--- src/rtl/vip_pkg.sv ---
`default_nettype none
// ============================================================================
// Module      : vip_pkg
// Description : Shared types and constants for the Avalon-ST video packet
//               decoder: one-hot state encoding, packet type codes and
//               control-header geometry.
// Revision    : 1.0 - initial release
// ============================================================================
package vip_pkg;

    // One-hot decoder states
    typedef enum logic [4:0] {
        ST_IDLE = 5'b00001,
        ST_CTRL = 5'b00010,
        ST_DATA = 5'b00100,
        ST_USER = 5'b01000,
        ST_DROP = 5'b10000
    } state_e;

    localparam logic [3:0] PKT_VIDEO    = 4'h0;
    localparam logic [3:0] PKT_CTRL     = 4'hF;
    localparam int         CTRL_NIBBLES = 9;

    // Number of payload beats needed to carry a full control header
    function automatic int ctrl_beats(input int planes);
        return (CTRL_NIBBLES + planes - 1) / planes;
    endfunction

endpackage
`default_nettype wire

--- src/rtl/vip_reg_slice.sv ---
`default_nettype none
// ============================================================================
// Module      : vip_reg_slice
// Description : Single-entry valid/ready register stage carrying data, SOP
//               and EOP. The caller loads it only when free_o is high; it
//               empties on ready_i when nothing loads, so a load and an
//               unload in the same cycle sustain full throughput.
// Revision    : 1.0 - initial release
// ============================================================================
module vip_reg_slice #(
    parameter int WIDTH = 24
) (
    input  logic             clk,
    input  logic             rst_n,
    input  logic             load_i,
    input  logic [WIDTH-1:0] data_i,
    input  logic             sop_i,
    input  logic             eop_i,
    output logic             free_o,
    output logic [WIDTH-1:0] data_o,
    output logic             valid_o,
    output logic             sop_o,
    output logic             eop_o,
    input  logic             ready_i
);

    logic [WIDTH-1:0] data_q;
    logic             valid_q;
    logic             sop_q;
    logic             eop_q;

    assign free_o  = !valid_q || ready_i;
    assign data_o  = data_q;
    assign valid_o = valid_q;
    assign sop_o   = sop_q;
    assign eop_o   = eop_q;

    // Load a new beat, otherwise drop the held beat once it is taken
    always_ff @(posedge clk or negedge rst_n) begin
        if (!rst_n) begin
            data_q  <= '0;
            valid_q <= 1'b0;
            sop_q   <= 1'b0;
            eop_q   <= 1'b0;
        end else if (load_i) begin
            data_q  <= data_i;
            valid_q <= 1'b1;
            sop_q   <= sop_i;
            eop_q   <= eop_i;
        end else if (ready_i) begin
            valid_q <= 1'b0;
        end
    end

endmodule
`default_nettype wire

--- src/rtl/vip_packet_decode.sv ---
`default_nettype none
// ============================================================================
// Module      : vip_packet_decode
// Description : Avalon-ST video packet decoder. Parses control packets into
//               width/height/interlace (committed only on a complete header),
//               strips the type beat from video packets, optionally forwards
//               user packets, and checks each frame's pixel count against
//               the committed geometry.
//               Optional build macro VIP_DECODE_STATS_EN adds the frame_cnt
//               and err_cnt statistics outputs.
// Revision    : 1.0 - initial release
// ============================================================================
module vip_packet_decode
    import vip_pkg::*;
#(
    parameter int COLOR_BITS   = 8,
    parameter int COLOR_PLANES = 3,
    parameter int DATA_WIDTH   = COLOR_BITS * COLOR_PLANES,
    parameter int PASS_USER    = 0
) (
    input  logic                  clk,
    input  logic                  rst_n,
    input  logic [DATA_WIDTH-1:0] din_data,
    input  logic                  din_valid,
    input  logic                  din_startofpacket,
    input  logic                  din_endofpacket,
    output logic                  din_ready,
    output logic [DATA_WIDTH-1:0] dout_data,
    output logic                  dout_valid,
    output logic                  dout_startofpacket,
    output logic                  dout_endofpacket,
    input  logic                  dout_ready,
    output logic [15:0]           im_width,
    output logic [15:0]           im_height,
    output logic [3:0]            im_interlaced,
    output logic                  ctrl_update,
    output logic                  ctrl_err,
    output logic                  frame_done,
    output logic                  frame_short,
    output logic                  frame_long,
`ifdef VIP_DECODE_STATS_EN
    output logic [15:0]           frame_cnt,
    output logic [15:0]           err_cnt,
`endif
    output logic                  sop_err
);

    localparam int SHADOW_W = 4 * CTRL_NIBBLES;

    state_e                state_q, state_d;
    logic [SHADOW_W-1:0]   shadow_q, shadow_d, w_shadow_cap;
    logic [3:0]            nib_cnt_q, nib_cnt_d, w_cnt_cap;
    logic [4:0]            w_cnt_sum;
    logic [15:0]           width_q, width_d;
    logic [15:0]           height_q, height_d;
    logic [3:0]            ilace_q, ilace_d;
    logic [31:0]           pix_q, pix_d, w_pix_inc, w_area;
    logic                  first_q, first_d;
    logic                  upd_q, upd_d;
    logic                  cerr_q, cerr_d;
    logic                  done_q, done_d;
    logic                  short_q, short_d;
    logic                  long_q, long_d;
    logic                  serr_q, serr_d;
    logic                  w_acc;
    logic                  w_slice_free;
    logic                  w_load;
    logic                  w_ld_sop;
    logic [3:0]            w_type;

    assign w_acc     = din_valid && din_ready;
    assign w_type    = din_data[3:0];
    assign w_area    = {16'd0, width_q} * {16'd0, height_q};
    assign w_pix_inc = (&pix_q) ? pix_q : pix_q + 32'd1;
    assign w_cnt_sum = {1'b0, nib_cnt_q} + 5'(COLOR_PLANES);
    assign w_cnt_cap = (w_cnt_sum >= 5'(CTRL_NIBBLES)) ? 4'(CTRL_NIBBLES) : w_cnt_sum[3:0];

    // With user pass-through a type beat can be forwarded straight from
    // IDLE/CTRL/DROP, so those states must also wait for a free output stage.
    always_comb begin
        if (PASS_USER != 0 || state_q == ST_DATA || state_q == ST_USER) begin
            din_ready = w_slice_free;
        end else begin
            din_ready = 1'b1;
        end
    end

    // Merge this beat's nibbles into the shadow header; highest plane first
    always_comb begin
        w_shadow_cap = shadow_q;
        for (int p = 0; p < COLOR_PLANES; p++) begin
            if ((int'(nib_cnt_q) + COLOR_PLANES - 1 - p) < CTRL_NIBBLES) begin
                w_shadow_cap[SHADOW_W - 4 - 4 * (int'(nib_cnt_q) + COLOR_PLANES - 1 - p) +: 4]
                    = din_data[p * COLOR_BITS +: 4];
            end
        end
    end

    // Packet decode: next state, header/pixel bookkeeping and event pulses
    always_comb begin
        state_d   = state_q;
        shadow_d  = shadow_q;
        nib_cnt_d = nib_cnt_q;
        width_d   = width_q;
        height_d  = height_q;
        ilace_d   = ilace_q;
        pix_d     = pix_q;
        first_d   = first_q;
        upd_d     = 1'b0;
        cerr_d    = 1'b0;
        done_d    = 1'b0;
        short_d   = 1'b0;
        long_d    = 1'b0;
        serr_d    = 1'b0;
        w_load    = 1'b0;
        w_ld_sop  = 1'b0;

        if (w_acc) begin
            if (din_startofpacket) begin
                // Any SOP starts a fresh packet; a packet in flight is abandoned
                serr_d    = (state_q != ST_IDLE);
                shadow_d  = '0;
                nib_cnt_d = 4'd0;
                pix_d     = 32'd0;
                first_d   = 1'b1;
                case (w_type)
                    PKT_VIDEO: begin
                        if (din_endofpacket) begin
                            state_d = ST_IDLE;
                            done_d  = 1'b1;
                            short_d = (w_area != 32'd0);
                        end else begin
                            state_d = ST_DATA;
                        end
                    end
                    PKT_CTRL: begin
                        if (din_endofpacket) begin
                            state_d = ST_IDLE;
                            cerr_d  = 1'b1;
                        end else begin
                            state_d = ST_CTRL;
                        end
                    end
                    default: begin
                        if (PASS_USER != 0) begin
                            w_load   = 1'b1;
                            w_ld_sop = 1'b1;
                            state_d  = din_endofpacket ? ST_IDLE : ST_USER;
                        end else begin
                            state_d  = din_endofpacket ? ST_IDLE : ST_DROP;
                        end
                    end
                endcase
            end else begin
                case (state_q)
                    ST_CTRL: begin
                        shadow_d  = w_shadow_cap;
                        nib_cnt_d = w_cnt_cap;
                        if (din_endofpacket) begin
                            state_d = ST_IDLE;
                            if (w_cnt_cap == 4'(CTRL_NIBBLES)) begin
                                width_d  = w_shadow_cap[SHADOW_W-1 -: 16];
                                height_d = w_shadow_cap[SHADOW_W-17 -: 16];
                                ilace_d  = w_shadow_cap[3:0];
                                upd_d    = 1'b1;
                            end else begin
                                cerr_d   = 1'b1;
                            end
                        end
                    end
                    ST_DATA: begin
                        w_load   = 1'b1;
                        w_ld_sop = first_q;
                        first_d  = 1'b0;
                        pix_d    = w_pix_inc;
                        if (din_endofpacket) begin
                            state_d = ST_IDLE;
                            done_d  = 1'b1;
                            if (w_area != 32'd0) begin
                                short_d = (w_pix_inc < w_area);
                                long_d  = (w_pix_inc > w_area);
                            end
                        end
                    end
                    ST_USER: begin
                        w_load = 1'b1;
                        if (din_endofpacket) state_d = ST_IDLE;
                    end
                    ST_DROP: begin
                        if (din_endofpacket) state_d = ST_IDLE;
                    end
                    default: ;
                endcase
            end
        end
    end

    // Decoder state and registered status outputs
    always_ff @(posedge clk or negedge rst_n) begin
        if (!rst_n) begin
            state_q   <= ST_IDLE;
            shadow_q  <= '0;
            nib_cnt_q <= 4'd0;
            width_q   <= 16'd0;
            height_q  <= 16'd0;
            ilace_q   <= 4'd0;
            pix_q     <= 32'd0;
            first_q   <= 1'b0;
            upd_q     <= 1'b0;
            cerr_q    <= 1'b0;
            done_q    <= 1'b0;
            short_q   <= 1'b0;
            long_q    <= 1'b0;
            serr_q    <= 1'b0;
        end else begin
            state_q   <= state_d;
            shadow_q  <= shadow_d;
            nib_cnt_q <= nib_cnt_d;
            width_q   <= width_d;
            height_q  <= height_d;
            ilace_q   <= ilace_d;
            pix_q     <= pix_d;
            first_q   <= first_d;
            upd_q     <= upd_d;
            cerr_q    <= cerr_d;
            done_q    <= done_d;
            short_q   <= short_d;
            long_q    <= long_d;
            serr_q    <= serr_d;
        end
    end

    vip_reg_slice #(
        .WIDTH (DATA_WIDTH)
    ) u_slice (
        .clk     (clk),
        .rst_n   (rst_n),
        .load_i  (w_load),
        .data_i  (din_data),
        .sop_i   (w_ld_sop),
        .eop_i   (din_endofpacket),
        .free_o  (w_slice_free),
        .data_o  (dout_data),
        .valid_o (dout_valid),
        .sop_o   (dout_startofpacket),
        .eop_o   (dout_endofpacket),
        .ready_i (dout_ready)
    );

    assign im_width      = width_q;
    assign im_height     = height_q;
    assign im_interlaced = ilace_q;
    assign ctrl_update   = upd_q;
    assign ctrl_err      = cerr_q;
    assign frame_done    = done_q;
    assign frame_short   = short_q;
    assign frame_long    = long_q;
    assign sop_err       = serr_q;

`ifdef VIP_DECODE_STATS_EN
    logic [15:0] frame_cnt_q;
    logic [15:0] err_cnt_q;
    logic [2:0]  w_err_events;

    // Several error events can coincide (e.g. SOP abort plus a short frame)
    assign w_err_events = 3'(cerr_d) + 3'(short_d) + 3'(long_d) + 3'(serr_d);

    // Wrapping statistics counters, updated together with the event pulses
    always_ff @(posedge clk or negedge rst_n) begin
        if (!rst_n) begin
            frame_cnt_q <= 16'd0;
            err_cnt_q   <= 16'd0;
        end else begin
            frame_cnt_q <= frame_cnt_q + 16'(done_d);
            err_cnt_q   <= err_cnt_q + 16'(w_err_events);
        end
    end

    assign frame_cnt = frame_cnt_q;
    assign err_cnt   = err_cnt_q;
`endif

endmodule
`default_nettype wire

--- config.mk ---
export PLATFORM = sky130hd
export DESIGN_NAME = vip_packet_decode
export DESIGN_NICKNAME = d
export VERILOG_FILES = /design/src/rtl/vip_pkg.sv /design/src/rtl/vip_reg_slice.sv /design/src/rtl/vip_packet_decode.sv
export SDC_FILE = /design/constraint.sdc
export NUM_CORES = 1
export LEC_CHECK = 0
export ABC_CLOCK_PERIOD_IN_PS = 16780
export CORE_UTILIZATION = 45
export DETAILED_ROUTE_END_ITERATION = 8
export SLEW_MARGIN = 40
export SYNTH_ARGS = -nofsm -noshare
export SYNTH_HDL_FRONTEND = slang
export SYNTH_SLANG_ARGS = --single-unit
--- constraint.sdc ---
create_clock -name clk -period 16.78 [get_ports clk]
set_input_delay 5.034 -clock clk [delete_from_list [all_inputs] [get_ports clk]]
set_output_delay 5.034 -clock clk [all_outputs]
set_load 0.05 [all_outputs]
==> run_results.csv <==
group,metric,value,unit
run_status,outcome,"finished, final reports clean",
worst_setup_path,crit_fanout,2,
placed_design,port_buffers,99,
synth,synth_flop_cell,"dfrtp_1",
layout,nFillCells,4244,
grt,grt.busiest_layer,"met2",
sta,finalCritPeriodShare,68.3,%
sta,fmax,87.3,MHz
layout,area_growth,10.0,%
grt,grt_start_max_net_pins,94,
grt,grt.total_usage,25.6,%
synth,synth-edff-count,0,
grt,antenna_found_initial,1,
sta,maxSlewViolCount,0,
power,power.leakage,10.3,nW
synth,ys_ff_latch,146,
worst_setup_path,cp_common_cell,"clkdlybuf4s50_1",
clocking,ctsResizeCount,0,
floorplanning,io_pins,100,
route,drc,0,
placed_design,place_area,0.0217,mm2
synth,syn_avg_cell_area,8.47,um2
synth,netlist_area,0.0202,mm2
grt,met3_usage,2.10,%
sta,tns,0,ps
placed_design,globalplace.congestion,0.916,
layout,final_nets,2793,
layout,seq_area,0.00366,mm2
sta,clock_skew,23.7,ps
synth,ys_seq_area_share,18.1,%
route,vias,17400,
layout,layout-drive-gt1-share,4.59,%
grt,use_met2,45.2,%
layout,instances_no_fill,3009,
clocking,cts_setup_buffers,0,
route,detail_route.wirelength,58500,um
sta,max_slew_margin,42.8,%
layout,diodes,0,
synth,synth_cell_type_count,92,
route,drtAntennaViolNets,0,
synth,synthArstFlopShare,100,%
floorplanning,die-area,0.0458,mm2
grt,met1_usage,33.4,%
floorplanning,rows,77,
placed_design,place_inst,2977,
synth,syn_inst,2389,
route,viasPerCell,5.78,
route,wl_per_cell,19.5,um
synth,yosys_warnings,0,
sta,rsz0062_at_grt,"false",
power,vdd_drop_max,116,uV
worst_setup_path,worstSetupPathType,"in2out",
floorplanning,coreArea,0.0443,mm2
sta,finalSetupViolations,0,
floorplanning,start_util,45.6,%
worst_setup_path,critical-path-slowest-cell,"clkdlybuf4s50_1",
worst_setup_path,worstPathCellList,"clkdlybuf4s50_1, nand3b_1, clkdlybuf4s50_1",
worst_setup_path,cp.required,11750,ps
clocking,hold_buffers,0,
worst_setup_path,cp.arrival,6420,ps
sta,hold_viol_final,0,
placed_design,dpl.hpwl,42900,um
clocking,htree_levels,4,
clocking,cts_tree,"built",
grt,grt_pass1_vias,17500,
clocking,clkLatencyLatePin,440,ps
clocking,cts_sinks,146,
floorplanning,dieWidth,214,um
floorplanning,chipHeight,214,um
clocking,clk_path_buf_depth,2,
sta,fin_crit,11460,ps
worst_setup_path,critPathMaxStageDelay,810,ps
grt,gr-total-overflow,0,
route,drt_iter0_drc,1293,
synth,syn-num-nets,2777,
sta,tightest_slew,857,ps
worst_hold_path,hold_class,"reg2reg",
clocking,clkTransAtPathRegs,60,ps
worst_setup_path,startpoint_type,"input pin",
grt,grt_pass1_wl,94800,um
layout,final_area,0.0223,mm2
worst_setup_path,critPathCaptureType,"primary output",
layout,multi_input_area,0.0150,mm2
route,dr.pass1.iters,8,
power,powerDensity,73.2,mW/mm2
clocking,cts-root-buf,"clkbuf_16",
run,maxCapViolations,0,
sta,hold_ws,477,ps
clocking,numCtsBuffers,17,
-- sequential cells by signal, summed over array words and instances, names as in the netlist, 4 cells and up --
name and flops:
u_slice.data_o 24, pix_q 32, im_interlaced 4, shadow_q 36, state_q 4, im_height 16, im_width 16, nib_cnt_q 4
-- layer usage --
| metal | part of all wire [%] | vias to the layer above | wire length [um] |
|---|---|---|---|
| met5 | 0 | - | 0 |
| met1 | 43 | 8782 | 25400 |
| met4 | 2.4 | 0 | 1400 |
| met3 | 4.1 | 89 | 2420 |
| li1 | - | 8065 | - |
| met2 | 50 | 466 | 29400 |
-- cell usage after synthesis, types with 8 or more instances --
cell      instances  area (um2)
o31ai_1          11        82.6
o21ai_1          20         100
and2_1          270        1690
mux2_2           10         113
inv_1           286        1070
or3_1             9        56.3
nand4_1          39         244
dfrtp_1         145        3630
ha_1            164        2050
a21o_1           30         225
and4_1           10        87.6
nand3_1          54         270
nand2_1         214         803
a32oi_1          25         219
clkbuf_1        110         413
a221o_1           8        80.1
a21oi_1         102         510
nor2_1          154         578
o211ai_1         11        82.6
xnor2_1          42         368
mux2i_1          61         611
a31oi_1          17         106
nand2b_1         23         144
and3_1           30         188
nor2b_1          11        68.8
nor3_1           41         205
fa_1            194        3880
o21ai_0          80         400
a22o_1           21         184
xor2_1           24         210
nor4_1           15        93.8
-- cell families (layout without fill, tap and decap cells) --
logic type,Yosys count,in the layout,synth area share [%]
AND/OR/NAND/NOR,921,921,24.2
AO/OA/AOI/OAI,403,403,13.3
flip-flops,146,146,18.1
multiplexers,79,79,4.17
XOR/XNOR,67,67,2.94
adder cells (fa/ha/maj),358,358,29.3
buffers and inverters,415,443,7.91
-- cell type report --
class | instances | share of cell area [%]
Multi-Input combinational cell | 1828 | 67.5
Sequential cell | 146 | 16.4
Timing Repair Buffer | 125 | 5.37
Inverter | 287 | 4.84
Tap cell | 592 | 3.33
Clock buffer | 17 | 1.91
Clock inverter | 14 | 0.646
-- final timing paths --
kind / start / cells past startpoint / slack, ps / endpoint
setup / recovery: dout_ready / 3 / 5320 / din_ready
hold reg to reg: u_slice.data_o[12]$_DFFE_PN0P_ / 2 / 480 / u_slice.data_o[12]$_DFFE_PN0P_
min in group asynchronous: rst_n / 1 / 4590 / u_slice.data_o[4]$_DFFE_PN0P_
max in group asynchronous: rst_n / 2 / 10930 / im_height[13]$_DFFE_PN0P_
setup reg to reg: im_width[2]$_DFFE_PN0P_ / 26 / 8000 / frame_long$_DFF_PN0_
hold / removal: u_slice.data_o[12]$_DFFE_PN0P_ / 2 / 480 / u_slice.data_o[12]$_DFFE_PN0P_
-- metrics by stage --
stage                     power, mW  utilization (%)  setup WS [ps]
after global routing           1.71             50.2           5280
final                          1.63             50.2           5320
after detailed placement       1.24             48.9           5330
after global placement         1.23             48.8           5300
after floorplan                1.01                -           6240
after CTS                      1.63             50.2           5330
-- report_power, final --
part / switching (mW) / total, mW / internal [mW]
sequential: 0.0410 / 0.436 / 0.395
clock: 0.173 / 0.381 / 0.208
combinational: 0.564 / 0.813 / 0.249
total: 0.778 / 1.63 / 0.852
-- cell usage in the layout, fill, tap and decap left out, types with 7 or more instances in the layout --
cell type        count
fa_1               194
nand3b_1             7
and2_1             270
nor2_1             151
ha_1               164
nand4_1             39
o21ai_1             19
nand2_1            213
a31oi_1             17
o31ai_1             11
mux2_2              10
a22o_1              21
nor3_1              40
mux2i_1             61
dfrtp_1            143
or3_1                9
clkbuf_16           17
clkdlybuf4s50_1     98
a21o_1              30
a32oi_1             25
xor2_1              24
inv_1              286
nand2b_1            23
a221o_1              8
and4_1              10
nor2b_1             11
xnor2_1             41
o21ai_0             80
nand3_1             54
and3_1              30
buf_4               25
nor4_1              14
a21oi_1            102
o211ai_1            11
-- critical path: cells and delay by family --
family | cells | cell delay, ps
buffers and inverters | 2 | 1270
AND/OR/NAND/NOR | 1 | 120
Power figures use the tool's default switching activity.
